===== config.mk =====
export PLATFORM = sky130hd
export DESIGN_NAME = seq_mult_ctrl
export DESIGN_NICKNAME = d
export VERILOG_FILES = /design/src/rtl/seq_mult_pkg.sv /design/src/rtl/seq_mult_step_cnt.sv /design/src/rtl/seq_mult_ctrl.sv
export SDC_FILE = /design/constraint.sdc
export NUM_CORES = 1
export LEC_CHECK = 0
export ABC_AREA = 1
export CAP_MARGIN = 20
export CORE_MARGIN = 2
export CORE_UTILIZATION = 39
export CTS_BUF_LIST = sky130_fd_sc_hd__clkbuf_16
export CTS_CLUSTER_SIZE = 28
export DETAILED_ROUTE_END_ITERATION = 7
export PLACE_DENSITY_LB_ADDON = 0.3
export SYNTH_ARGS = -nofsm -noshare
export SYNTH_HDL_FRONTEND = slang
export SYNTH_SLANG_ARGS = --single-unit

===== constraint.sdc =====
create_clock -name clk -period 1.25 [get_ports clk]
set_input_delay 0.25 -clock clk [delete_from_list [all_inputs] [get_ports clk]]
set_output_delay 0.25 -clock clk [all_outputs]
set_load 0.01 [all_outputs]

===== src/rtl/seq_mult_pkg.sv =====
// seq_mult_pkg -- shared types and helpers for the shift-add multiplier
// controller.
//
// Contents:
//   state_t    : controller state encoding (IDLE, LOAD, CALC, DONE)
//   DEF_WIDTH  : default operand width, which is also the number of steps
//   cnt_w()    : width of the step counter for a given operand width
package seq_mult_pkg;

  typedef enum logic [1:0] {
    IDLE = 2'd0,
    LOAD = 2'd1,
    CALC = 2'd2,
    DONE = 2'd3
  } state_t;

  localparam int DEF_WIDTH = 16;

  // The counter only ever holds 0..width-1, so $clog2(width) bits are enough.
  // The floor of 1 keeps the counter from collapsing to zero bits.
  function automatic int cnt_w(input int width);
    return (width <= 2) ? 1 : $clog2(width);
  endfunction

endpackage


===== src/rtl/seq_mult_step_cnt.sv =====
// seq_mult_step_cnt -- step counter for the shift-add sequencer.
//
// The counter has three controls, in priority order:
//   clr   : force the count to 0 (highest priority)
//   en    : advance by one; after reaching WIDTH-1 it wraps to 0
//   (none): hold the current value
// The wrap is an explicit comparison against WIDTH-1. This keeps the count
// in 0..WIDTH-1 even when WIDTH is not a power of two.
//
// Ports:
//   clk   in   rising-edge clock
//   clr   in   synchronous clear
//   en    in   count enable
//   count out  current step index [CNT_W-1:0]
//   last  out  count == WIDTH-1 (terminal step)
module seq_mult_step_cnt
  import seq_mult_pkg::*;
#(
  parameter int WIDTH = DEF_WIDTH,
  parameter int CNT_W = cnt_w(WIDTH)
) (
  input  logic             clk,
  input  logic             clr,
  input  logic             en,
  output logic [CNT_W-1:0] count,
  output logic             last
);

  localparam logic [CNT_W-1:0] TERM = CNT_W'(WIDTH - 1);

  assign last = (count == TERM);

  always_ff @(posedge clk) begin
    if (clr)
      count <= '0;
    else if (en)
      count <= last ? '0 : count + CNT_W'(1);
  end

endmodule


===== src/rtl/seq_mult_ctrl.sv =====
// seq_mult_ctrl -- control FSM for a shift-add sequential multiplier.
//
// Handshake overview:
//   1. A start request is accepted when start_valid && start_ready.
//   2. In the next cycle, load pulses for one cycle.
//   3. The controller then issues WIDTH step strobes. Each strobe is either
//      add_shift or shift, chosen by the datapath's current multiplier LSB.
//   4. done_valid is then held high until done_ready is seen.
//
// Timing from an accept in cycle t:
//   load               : cycle t+1
//   step strobes       : cycles t+2 .. t+WIDTH+1
//   done_valid rises   : cycle t+WIDTH+2
//
// Ports:
//   clk            in   rising-edge clock
//   reset          in   synchronous active-high reset
//   abort          in   (only with SEQ_MULT_CTRL_ABORT_EN) cancel the
//                       operation while in LOAD or CALC
//   start_valid    in   start request
//   start_ready    out  controller idle
//   multiplier_lsb in   LSB of the datapath multiplier register
//   load           out  one-cycle operand load / accumulator clear
//   add_shift      out  step strobe: add multiplicand, then shift
//   shift          out  step strobe: shift only
//   step_count     out  steps completed in the current operation
//   busy           out  high in LOAD and CALC
//   done_valid     out  product stable in datapath
//   done_ready     in   consumer accepts product
//
// Optional feature macro: SEQ_MULT_CTRL_ABORT_EN. When it is defined, the
// abort port is added. Without it, every accepted operation runs to DONE.
module seq_mult_ctrl
  import seq_mult_pkg::*;
#(
  parameter int WIDTH = DEF_WIDTH,
  parameter int CNT_W = cnt_w(WIDTH)
) (
  input  logic             clk,
  input  logic             reset,
`ifdef SEQ_MULT_CTRL_ABORT_EN
  input  logic             abort,
`endif
  input  logic             start_valid,
  output logic             start_ready,
  input  logic             multiplier_lsb,
  output logic             load,
  output logic             add_shift,
  output logic             shift,
  output logic [CNT_W-1:0] step_count,
  output logic             busy,
  output logic             done_valid,
  input  logic             done_ready
);

  state_t           state;
  logic             abort_hit;
  logic             cnt_clr;
  logic             cnt_en;
  logic             cnt_last;
  logic [CNT_W-1:0] cnt;

  // An abort counts only while an operation is in flight (LOAD or CALC).
  // In IDLE and DONE it is ignored.
`ifdef SEQ_MULT_CTRL_ABORT_EN
  assign abort_hit = abort && ((state == LOAD) || (state == CALC));
`else
  assign abort_hit = 1'b0;
`endif

  // The counter is cleared in LOAD so that every operation starts at step 0.
  // It is also cleared on reset and on abort, which drops any partial
  // progress. The counter wraps to 0 by itself on the final CALC step.
  assign cnt_clr = reset || (state == LOAD) || abort_hit;
  assign cnt_en  = (state == CALC) && !abort_hit;

  seq_mult_step_cnt #(
    .WIDTH (WIDTH),
    .CNT_W (CNT_W)
  ) u_step_cnt (
    .clk   (clk),
    .clr   (cnt_clr),
    .en    (cnt_en),
    .count (cnt),
    .last  (cnt_last)
  );

  assign step_count = cnt;

  // The step strobes follow the live multiplier LSB. The datapath shifts
  // that register on every step, so the LSB seen in a cycle already belongs
  // to that cycle's step. A registered copy would be one step late.
  assign add_shift = cnt_en &&  multiplier_lsb;
  assign shift     = cnt_en && !multiplier_lsb;

  // The FSM registers its handshake and status outputs together with the
  // state, so each output always matches the state it describes.
  always_ff @(posedge clk) begin
    if (reset) begin
      state       <= IDLE;
      start_ready <= 1'b1;
      load        <= 1'b0;
      busy        <= 1'b0;
      done_valid  <= 1'b0;
    end else begin
      case (state)
        IDLE: begin
          if (start_valid) begin
            state       <= LOAD;
            start_ready <= 1'b0;
            load        <= 1'b1;
            busy        <= 1'b1;
          end
        end

        LOAD: begin
          load <= 1'b0;
          if (abort_hit) begin
            state       <= IDLE;
            start_ready <= 1'b1;
            busy        <= 1'b0;
          end else begin
            state <= CALC;
          end
        end

        CALC: begin
          if (abort_hit) begin
            state       <= IDLE;
            start_ready <= 1'b1;
            busy        <= 1'b0;
          end else if (cnt_last) begin
            // The terminal step fires in this cycle. The counter wraps to
            // 0 on the same edge.
            state      <= DONE;
            busy       <= 1'b0;
            done_valid <= 1'b1;
          end
        end

        DONE: begin
          if (done_ready) begin
            state       <= IDLE;
            done_valid  <= 1'b0;
            start_ready <= 1'b1;
          end
        end

        default: begin
          state       <= IDLE;
          start_ready <= 1'b1;
          load        <= 1'b0;
          busy        <= 1'b0;
          done_valid  <= 1'b0;
        end
      endcase
    end
  end

endmodule


==> out/qor.log, run 1 <==
INFO  power          p_int=1310uW
INFO  timing         final_max_slew_viols=0
INFO  critical_path  critPathCaptureType=output pin
INFO  critical_path  critPathTopFamily=flip-flops
INFO  critical_path  timing.critical_path.fanout_max=3
INFO  layout         nNetsFinal=114
INFO  route          via_per_inst=4.69
INFO  timing         period_share=102%
INFO  route          drtIter0Drc=4
INFO  die            chipWidth=40.4um
INFO  critical_path  critPathKind=reg2out
INFO  cts            cts.reportedPaths.clkPinSlew=0.04ns
INFO  cts            post-cts-setup-buffer-count=0
INFO  global_routing globalRouteOverflowTotal=0
INFO  global_routing gr-usage-met1=23.7%
INFO  timing         finalSetupViolations=1
INFO  global_routing grt_use_total=20.8%
INFO  timing         grt_setup_unrepaired=true
INFO  critical_path  worst_path_largest_cell_delay=0.32ns
INFO  cts            cts.hold.buffers_added=0
INFO  global_routing groute.layer.met2.usage=33.3%
INFO  global_routing antenna_found_initial=0
INFO  power          power_density=2310nW/um2
INFO  worst_hold_path worstHoldPathCells=2
INFO  cts            clk_root_buffer_cell=sky130_fd_sc_hd__clkbuf_16
INFO  layout         fin_area=877um2
INFO  timing         timing.fmax=782MHz
INFO  global_routing grt_pass1_wl=2140um
INFO  synthesis      synth-seq-cells=10
INFO  timing         layout_min_cycle_time=1.28ns
INFO  global_routing pin_count_of_the_biggest_net_entering_global_routing=7
INFO  timing         fin_hold_ws=0.454ns
INFO  synthesis      synthDistinctLibCells=16
INFO  critical_path  crit_buf_inv=3
INFO  die            row_count=13
INFO  status         violated_checks=negative setup slack
INFO  layout         fin_util=69.1%
INFO  timing         finClkSkew=0.000667ns
INFO  power          switching_component_of_the_power=713uW
INFO  die            die_y=40.4um
INFO  worst_hold_path hold_path.class=reg2reg
INFO  die            initial_core_util=40.8%
INFO  global_routing number_of_global_route_vias_before_repair=499
INFO  cts            clk_latency_worst_skew_pair=0.24ns
INFO  route          route.final.wire_length=1340um
INFO  placed_design  postPlaceCellArea=774um2
INFO  critical_path  crit_path_start_kind=flip-flop
INFO  layout         post_route_cells_drive_above_1_share=33.0%
INFO  route          antenna_violation_net_count_after_detailed_routing=0
INFO  critical_path  critPathSlowestCell=sky130_fd_sc_hd__dfxtp_2
INFO  critical_path  worstRegToRegCells=6
INFO  synthesis      syn-cell-area=518um2
INFO  synthesis      synth_nets=82
INFO  power          power.combinational.fraction=46.5%
INFO  route          dr.pass1.iters=2
INFO  power          net_switching_fraction_of_the_power=35.2%
INFO  power          relative_contribution_of_sequential_cells_to_total_power=24.9%
INFO  placed_design  port-buffer-count=14
INFO  critical_path  critical_path_depth=5
INFO  critical_path  critical-path-top-cell-by-count=sky130_fd_sc_hd__inv_2
INFO  timing         worst_slew_pin_slew=0.210ns
INFO  route          detailed_route_via_count=553
INFO  power          power_frac_clock=28.6%
INFO  cts            cts_inserted_buffers=3
INFO  cts            h_tree_lvl_count=1
INFO  synthesis      post_synth_inst_count=72
INFO  global_routing global_route_met3_usage=8.33%
INFO  die            pin_count=15
INFO  die            core_region_area=1270um2
INFO  cts            cts.sinks=10
INFO  cts            clockBufferDepth=2
INFO  synthesis      post_synthesis_sequential_area_ratio=38.6%
INFO  critical_path  data_arrival_critical_path=1.03ns
INFO  layout         syn2layout_area_growth=69.3%
INFO  critical_path  cp.required=1.00ns
INFO  critical_path  cp_cell_sequence=inv_2 -> ha_4 -> inv_2 -> nor2_1 -> buf_2
INFO  status         result_of_the_run=complete, but fails checks
INFO  placed_design  gp_routability_congestion=0.850
INFO  die            design.die.area=1640um2
INFO  flow_run       drv_cap=0
INFO  timing         slew-limit-headroom=85.9%
INFO  power          peakVddDrop=1.18mV
INFO  global_routing gr-max-usage-layer=met2
INFO  synthesis      ys.warnings.count=0
INFO  timing         hold_viol_final=0
INFO  timing         layout_setup_ws=-0.0291ns
INFO  route          post-route-drc-count=0
INFO  cts            tritoncts_clock_tree=done
INFO  layout         diodes=0
INFO  route          routed_wire_length_per_instance=11.3um
INFO  placed_design  place_hpwl=897um
INFO  synthesis      syn-mean-instance-area=7.19um2
INFO  power          leakage=0.000437uW
==> placed cells by master, fill, tap and decap left out, drive strengths merged <==
cell,instances
inv,12
dlygate4sd2,8
dfxtp,10
a21oi,4
a211oi,1
o211ai,1
o21ai,5
nor2,10
ha,5
clkinv,1
nor3,1
xnor2,1
nand3,5
nand2,16
clkbuf,3
nand3b,1
buf,15
clkdlybuf4s50,4
==> sequential cells by signal, summed over array words and instances (netlist names) <==
| name | flops |
|---|---|
| load | 1 |
| done_valid | 1 |
| busy | 1 |
| u_step_cnt.count | 4 |
| state | 2 |
| start_ready | 1 |
==> routing by layer <==
metal	share of wire (%)	vias up
li1	-	291
met1	45	247
met2	48	12
met3	5.8	3
met4	1.4	0
met5	0	-
==> worst reg2reg max path, delay by kind of cell, from the launching register on <==
family | cells | cell delay (ns)
DFF | 1 | 0.33
adders and majority gates | 1 | 0.25
and+or+nand+nor | 2 | 0.24
buffers and inverters | 2 | 0.17
AOI/OAI and AO/OA | 1 | 0.14
==> stage by stage <==
step                TNS [ns]  power, uW  worst slack (ns)  std cells
floorplan                  0        944            0.0443         72
global placement      -0.905       1370            -0.339        114
detailed placement     -1.12       1400            -0.340        114
CTS                  -0.0256       2010           -0.0256        118
global route          -0.286       2180           -0.0667        118
finish               -0.0291       2030           -0.0291        118
==> synth_stat cells <==
library cell,count,area share (%)
sky130_fd_sc_hd__nand2_1,15,11
sky130_fd_sc_hd__inv_1,11,8.0
sky130_fd_sc_hd__dfxtp_1,10,39
sky130_fd_sc_hd__nor2_1,10,7.2
sky130_fd_sc_hd__ha_1,5,12
sky130_fd_sc_hd__nand3_1,5,4.8
sky130_fd_sc_hd__a21oi_1,4,3.9
sky130_fd_sc_hd__o21ai_0,4,3.9
sky130_fd_sc_hd__a211oi_1,1,1.4
sky130_fd_sc_hd__inv_2,1,0.72
sky130_fd_sc_hd__nand2_2,1,1.2
sky130_fd_sc_hd__nand3b_1,1,1.4
sky130_fd_sc_hd__nor3_1,1,0.97
sky130_fd_sc_hd__o211ai_1,1,1.4
sky130_fd_sc_hd__o21ai_2,1,1.7
sky130_fd_sc_hd__xnor2_1,1,1.7
==> kinds of logic after synthesis <==
kind of cell               count (synthesis)  synth area share, %
and+or+nand+nor                           33                 26.6
AOI/OAI and AO/OA                         11                 12.3
xor gates and xnor gates                   1                 1.69
DFF                                       10                 38.6
buffers and inverters                     12                 8.70
adders and majority gates                  5                 12.1
==> power by group through the flow <==
| stage | registers (uW) | logic, uW | clock network (uW) |
|---|---|---|---|
| final | 504 | 943 | 580 |
| after global routing | 514 | 1060 | 608 |
| after CTS | 496 | 925 | 589 |
| after detailed placement | 483 | 912 | 0 |
| after global placement | 478 | 893 | 0 |
| after floorplan | 517 | 426 | 0 |
==> worst paths after layout <==
check	startpoint	to	slack, ns
worst max-delay path	state[0]	shift	-0.03
worst min-delay path	busy	busy	0.45
worst max register to register	state[1]	state[1]	0.02
worst min register to register	busy	busy	0.45
==> timing repair <==
item                                    CTS  global route
endpoints found under the hold margin     0             0
gates resized for setup                  28             7
endpoints found under the setup margin   19            11
pin swaps                                 3             1
==> cell type report <==
class	instances	area [um2]
Tap cell	15	18.8
Timing Repair Buffer	27	221
Clock inverter	1	3.75
Inverter	12	45.0
Sequential cell	10	205
Clock buffer	3	75.1
Fill cell	111	392
Multi-Input combinational cell	50	308
Note: power is estimated with default switching activity, not from simulation.
==> inputs of run 2 (changes only) <==
==> constraint.sdc (replaced) <==
create_clock -name clk -period 1.25 [get_ports clk]
set_input_delay 0.25 -clock clk [delete_from_list [all_inputs] [get_ports clk]]
set_output_delay 0.25 -clock clk [all_outputs]
set_load 0.05 [all_outputs]
==> out/qor.log, run 2 (same netlist as run 1, synthesis figures left out) <==
INFO  status         result_of_the_run=complete, but fails checks
INFO  status         violated_checks=negative setup slack
INFO  layout         layout.cells.non_filler=117 [-0.85%]
INFO  timing         timing.setup.tns=-0.260ns [-0.231 ns]
INFO  layout         layout.cells.most_common_list=sky130_fd_sc_hd__nand2_1, sky130_fd_sc_hd__buf_4, sky130_fd_sc_hd__inv_1, sky130_fd_sc_hd__buf_12, sky130_fd_sc_hd__nor2_1
INFO  critical_path  critPathKind=reg2out
INFO  global_routing global_route_met3_usage=6.67% [-1.7 points]
INFO  route          route.final.wire_length=1500um [+12%]
INFO  global_routing pin_count_of_the_biggest_net_entering_global_routing=7 [unchanged]
INFO  route          antenna_violation_net_count_after_detailed_routing=0 [unchanged]
INFO  cts            tritoncts_clock_tree=done
INFO  route          routed_wire_length_per_instance=12.8um [+13%]
INFO  global_routing gr-max-usage-layer=met2
INFO  cts            h_tree_lvl_count=1 [unchanged]
INFO  timing         worst_slew_pin_slew=0.238ns [+0.0282 ns]
INFO  global_routing grt_pass1_wl=2190um [+2.2%]
INFO  power          relative_contribution_of_sequential_cells_to_total_power=20.8% [-4.1 points]
INFO  critical_path  critPathCaptureType=output pin
INFO  power          leakage=0.000457uW [+4.4%]
INFO  cts            clockBufferDepth=2 [unchanged]
INFO  cts            cts.reportedPaths.clkPinSlew=0.04ns [about the same]
INFO  layout         post_route_cells_drive_above_1_share=45.1% [+12 points]
INFO  die            core_region_area=1270um2 [unchanged]
INFO  route          via_per_inst=4.96 [+5.8%]
INFO  cts            cts_inserted_buffers=3 [unchanged]
INFO  critical_path  timing.critical_path.fanout_max=3 [unchanged]
INFO  global_routing antenna_found_initial=0 [unchanged]
INFO  flow_run       drv_cap=0 [unchanged]
INFO  timing         finalSetupViolations=6 [+5]
INFO  die            design.die.area=1640um2 [unchanged]
INFO  critical_path  data_arrival_critical_path=1.09ns [+0.06 ns]
INFO  power          net_switching_fraction_of_the_power=41.0% [+5.8 points]
INFO  global_routing groute.layer.met2.usage=30.2% [-3.2 points]
INFO  timing         hold_viol_final=0 [unchanged]
INFO  worst_hold_path hold_path.class=reg2reg
INFO  timing         layout_setup_ws=-0.0939ns [-0.0648 ns]
INFO  power          power_density=2550nW/um2 [+10%]
INFO  die            chipWidth=40.4um [unchanged]
INFO  layout         syn2layout_area_growth=97.6%
INFO  die            initial_core_util=40.8% [unchanged]
INFO  layout         top_regs=u_step_cnt.count x4, state x2
INFO  die            pin_count=15 [unchanged]
INFO  placed_design  port-buffer-count=14 [unchanged]
INFO  power          switching_component_of_the_power=1070uW [+50%]
INFO  global_routing grt_use_total=21.6% [+0.78 points]
INFO  timing         final_max_slew_viols=0 [unchanged]
INFO  placed_design  dpl.cell_count=111 [-2.6%]
INFO  timing         grt_setup_unrepaired=true
INFO  die            die_y=40.4um [unchanged]
INFO  route          drtIter0Drc=10 [+6]
INFO  global_routing gr-usage-met1=29.7% [+6.0 points]
INFO  layout         diodes=0 [unchanged]
INFO  timing         finClkSkew=0.00188ns [+0.00122 ns]
INFO  cts            clk_root_buffer_cell=sky130_fd_sc_hd__clkbuf_16
INFO  timing         layout_min_cycle_time=1.34ns [+0.0648 ns]
INFO  critical_path  crit_path_start_kind=flip-flop
INFO  power          power_frac_clock=21.7% [-6.9 points]
INFO  route          post-route-drc-count=0 [unchanged]
INFO  die            row_count=13 [unchanged]
INFO  timing         period_share=108% [+5.2 points]
INFO  placed_design  gp_routability_congestion=0.755 [-11%]
INFO  layout         registers.top_by_ff_count=u_step_cnt.count
INFO  cts            clk_latency_worst_skew_pair=0.24ns [about the same]
INFO  power          p_int=1540uW [+17%]
INFO  critical_path  cp.required=1.00ns [about the same]
INFO  power          power.combinational.fraction=57.5% [+11 points]
INFO  placed_design  place_hpwl=948um [+5.7%]
INFO  timing         slew-limit-headroom=84.0% [-2.0 points]
INFO  layout         nNetsFinal=113 [-0.88%]
INFO  cts            cts.sinks=10 [unchanged]
INFO  route          dr.pass1.iters=4 [+2]
INFO  route          detailed_route_via_count=580 [+4.9%]
INFO  global_routing globalRouteOverflowTotal=0 [unchanged]
INFO  timing         timing.fmax=744MHz [-4.8%]
INFO  global_routing number_of_global_route_vias_before_repair=487 [-2.4%]
INFO  cts            cts.hold.buffers_added=0 [unchanged]
INFO  layout         largest_register_ffs=4 [unchanged]
INFO  power          peakVddDrop=1.36mV [+15%]
==> run 2: per-stage QoR <==
step | total power (uW) | hold WS (ns) | util, % | area, um2 | worst slack, ns
floorplan | 1230 | 0.319 | - | 542 | 0.0195
global route | 2740 | 0.522 | 80.7 | 1020 | -0.119
CTS | 2550 | 0.500 | 78.9 | 1000 | -0.0786
global placement | 1810 | 0.485 | 69.0 | 876 | -0.0705
detailed placement | 1840 | 0.492 | 69.0 | 876 | -0.117
finish | 2610 | 0.500 | 80.7 | 1020 | -0.0939
==> run 2: final timing paths <==
path	slack, ns	cells past startpoint	to	from
max	-0.09	5	add_shift	state[0]
min	0.50	2	busy	busy
max reg2reg	-0.04	6	state[1]	state[1]
min reg2reg	0.50	2	busy	busy
==> run 2: per-layer routing <==
metal / vias up / wire (um) / share of wire (%)
met3: 4 / 71 / 4.7
met1: 266 / 719 / 48
met2: 20 / 691 / 46
met5: - / 0 / 0
met4: 0 / 16 / 1.1
li1: 290 / - / -
==> run 2: cell type report <==
| type | count | area (um2) |
|---|---|---|
| repair buffers | 26 | 329 |
| clock buffers | 3 | 75.1 |
| multi-input cells | 50 | 333 |
| fillers | 74 | 245 |
| flip-flops and latches | 10 | 213 |
| clock inverters | 1 | 3.75 |
| well taps | 15 | 18.8 |
| inverters | 12 | 51.3 |
==> run 2: repair_timing <==
action | in CTS | in global routing
hold endpoints to repair | 0 | 0
gates resized for setup | 12 | 7
pin swaps | 2 | 2
setup buffers | 2 | 0
endpoints found under the setup margin | 5 | 10
==> run 2: worst max-delay path: stages (launching register included) <==
cell                         delay, ns
sky130_fd_sc_hd__dfxtp_2          0.33
sky130_fd_sc_hd__inv_2            0.05
sky130_fd_sc_hd__ha_4             0.18
sky130_fd_sc_hd__nand2_4          0.06
sky130_fd_sc_hd__clkinvlp_4       0.09
sky130_fd_sc_hd__buf_12           0.15
==> run 2: power groups by stage <==
| stage | combinational [uW] | clock (uW) | sequential (uW) |
|---|---|---|---|
| floorplan | 493 | 0 | 735 |
| global placement | 1280 | 0 | 523 |
| detailed placement | 1310 | 0 | 525 |
| CTS | 1440 | 576 | 539 |
| global route | 1600 | 591 | 554 |
| finish | 1500 | 566 | 542 |
==> inputs of run 3 (changes only) <==
- CORE_AREA: not set -> 2 2 39 41
- CORE_MARGIN: 2 -> not set
- CORE_UTILIZATION: 39 -> not set
- DIE_AREA: not set -> 0 0 41 43
- clock period: 1.25 -> 1.35 ns (I/O delays scaled with it)
==> out/qor.log, run 3 (same netlist as run 1, synthesis figures left out) <==
INFO  status         result_of_the_run=complete, no violations
INFO  die            pin_count=15 [unchanged]
INFO  cts            cts.sinks=10 [unchanged]
INFO  timing         worst_slew_pin_slew=0.289ns [+0.0514 ns]
INFO  die            chipWidth=41um [+1.4%]
INFO  die            core_region_area=1380um2 [+9.1%]
INFO  power          leakage=0.000425uW [-7.0%]
INFO  route          post-route-drc-count=0 [unchanged]
INFO  critical_path  timing.critical_path.fanout_max=3 [unchanged]
INFO  die            initial_core_util=37.4% [-3.4 points]
INFO  power          power_density=2420nW/um2 [-5.2%]
INFO  global_routing antenna_found_initial=0 [unchanged]
INFO  placed_design  place_hpwl=882um [-7.0%]
INFO  layout         registers.top_by_ff_count=u_step_cnt.count
INFO  cts            cts.reportedPaths.clkPinSlew=0.04ns [about the same]
INFO  placed_design  dpl.cell_count=107 [-3.6%]
INFO  layout         fin_util=67.5% [-13 points]
INFO  timing         finClkSkew=0.00447ns [+0.00259 ns]
INFO  layout         syn2layout_area_growth=80.4%
INFO  route          drtIter0Drc=8 [-2]
INFO  route          detailed_route_via_count=577 [-0.52%]
INFO  critical_path  critPathCaptureType=output pin
INFO  timing         layout_min_cycle_time=1.33ns
INFO  cts            cts_inserted_buffers=3 [unchanged]
INFO  route          route.final.wire_length=1350um [-9.7%]
INFO  critical_path  critPathKind=reg2out
INFO  flow_run       drv_cap=0 [unchanged]
INFO  timing         final_max_slew_viols=0 [unchanged]
INFO  placed_design  port-buffer-count=14 [unchanged]
INFO  power          peakVddDrop=1.40mV [+2.8%]
INFO  cts            tritoncts_clock_tree=done
INFO  worst_hold_path hold_path.class=reg2reg
INFO  global_routing pin_count_of_the_biggest_net_entering_global_routing=7 [unchanged]
INFO  die            die_y=43um [+6.3%]
INFO  critical_path  data_arrival_critical_path=1.06ns [-0.03 ns]
INFO  route          dr.pass1.iters=4 [unchanged]
INFO  global_routing globalRouteOverflowTotal=0 [unchanged]
INFO  cts            h_tree_lvl_count=1 [unchanged]
INFO  layout         fin_area=935um2 [-8.7%]
INFO  placed_design  postPlaceCellArea=821um2 [-6.3%]
INFO  route          via_per_inst=5.15 [+3.9%]
INFO  layout         layout_commonest_cell=sky130_fd_sc_hd__nand2_1
INFO  timing         hold_viol_final=0 [unchanged]
INFO  critical_path  crit_path_start_kind=flip-flop
INFO  die            design.die.area=1760um2 [+7.8%]
INFO  cts            cts.hold.buffers_added=0 [unchanged]
INFO  cts            clk_latency_worst_skew_pair=0.24ns [about the same]
INFO  layout         layout.cells.most_common_list=sky130_fd_sc_hd__nand2_1, sky130_fd_sc_hd__inv_1, sky130_fd_sc_hd__buf_12
INFO  global_routing grt_pass1_wl=2160um [-1.3%]
INFO  timing         timing.fmax=750MHz
INFO  layout         filler_cell_count=116 [+57%]
INFO  layout         top_regs=u_step_cnt.count x4, state x2
INFO  die            row_count=14 [+1]
INFO  route          routed_wire_length_per_instance=12.1um [-5.7%]
INFO  layout         post_route_cells_drive_above_1_share=32.3% [-13 points]
INFO  critical_path  cp.required=1.08ns [+0.08 ns]
INFO  placed_design  preCtsSetupSlack=-0.0514ns [+0.0657 ns]
INFO  layout         diodes=0 [unchanged]
INFO  timing         slew-limit-headroom=80.6% [-3.4 points]
INFO  timing         period_share=98.8%
INFO  global_routing grt_use_total=18.8% [-2.8 points]
INFO  global_routing number_of_global_route_vias_before_repair=559 [+15%]
INFO  timing         finalSetupViolations=0 [-6]
INFO  cts            clockBufferDepth=2 [unchanged]
INFO  route          antenna_violation_net_count_after_detailed_routing=0 [unchanged]
INFO  layout         layout.cells.non_filler=112 [-4.3%]
INFO  layout         nNetsFinal=107 [-5.3%]
INFO  layout         largest_register_ffs=4 [unchanged]
INFO  cts            clk_root_buffer_cell=sky130_fd_sc_hd__clkbuf_16
INFO  timing         layout_setup_ws=0.0163ns [+0.110 ns]
INFO  placed_design  gp_routability_congestion=0.756 [+0.11%]
-- run 3: cell types whose count changed in the layout (fill, tap and decap cells not counted), sizes merged --
cell / before / now
clkinv: 0 / 1
clkinvlp: 1 / 0
buf: 22 / 16
-- run 3: timing repair --
action,4_1_cts,5_1_grt
pin swaps,1,0
setup endpoints to repair,2,4
cloned,0,0
resized for setup,6,5
buffers inserted,0,1
-- run 3: report_power, final --
group	switching (uW)	internal, uW	total (uW)
combinational	667	555	1220
clock	147	389	536
sequential	105	395	500
total	919	1340	2260
-- run 3: worst max-delay path, cell delays in order (launching register included) --
cell and delay (ns):
sky130_fd_sc_hd__dfxtp_1 0.33, sky130_fd_sc_hd__inv_2 0.06, sky130_fd_sc_hd__ha_4 0.17, sky130_fd_sc_hd__nand2_1 0.06, sky130_fd_sc_hd__inv_1 0.06, sky130_fd_sc_hd__buf_12 0.14
-- run 3: worst paths after layout --
kind,from,slack (ns),end,depth (start not counted)
setup / recovery,state[0],0.02,add_shift,5
setup reg to reg,u_step_cnt.count[0],0.11,state[1],7
hold reg to reg,busy,0.49,busy,2
hold / removal,busy,0.49,busy,2
-- run 3: per-stage QoR --
stage	TNS, ns	total power [uW]	hold WS [ns]
finish	0	2260	0.494
global route	-0.0727	2380	0.534
CTS	-0.0131	2210	0.500
detailed placement	-0.0514	1620	0.494
global placement	-0.00155	1610	0.485
floorplan	-0.0862	1110	0.339
-- run 3: layout make-up --
cell class                      instances  area, um2  share of cell area [%]
Clock buffer                            3       75.1                    8.03
Clock inverter                          1       3.75                   0.402
Inverter                               12       47.5                    5.09
Multi-Input combinational cell         50        300                    32.1
Sequential cell                        10        204                    21.8
Tap cell                               16       20.0                    2.14
Timing Repair Buffer                   20        284                    30.4
-- run 3: metal layers --
layer | track usage (%) | wire (um)
met3 | 6.28 | 85
met2 | 26.6 | 694
met5 | 0 | 0
met1 | 21.0 | 501
met4 | 16.7 | 72
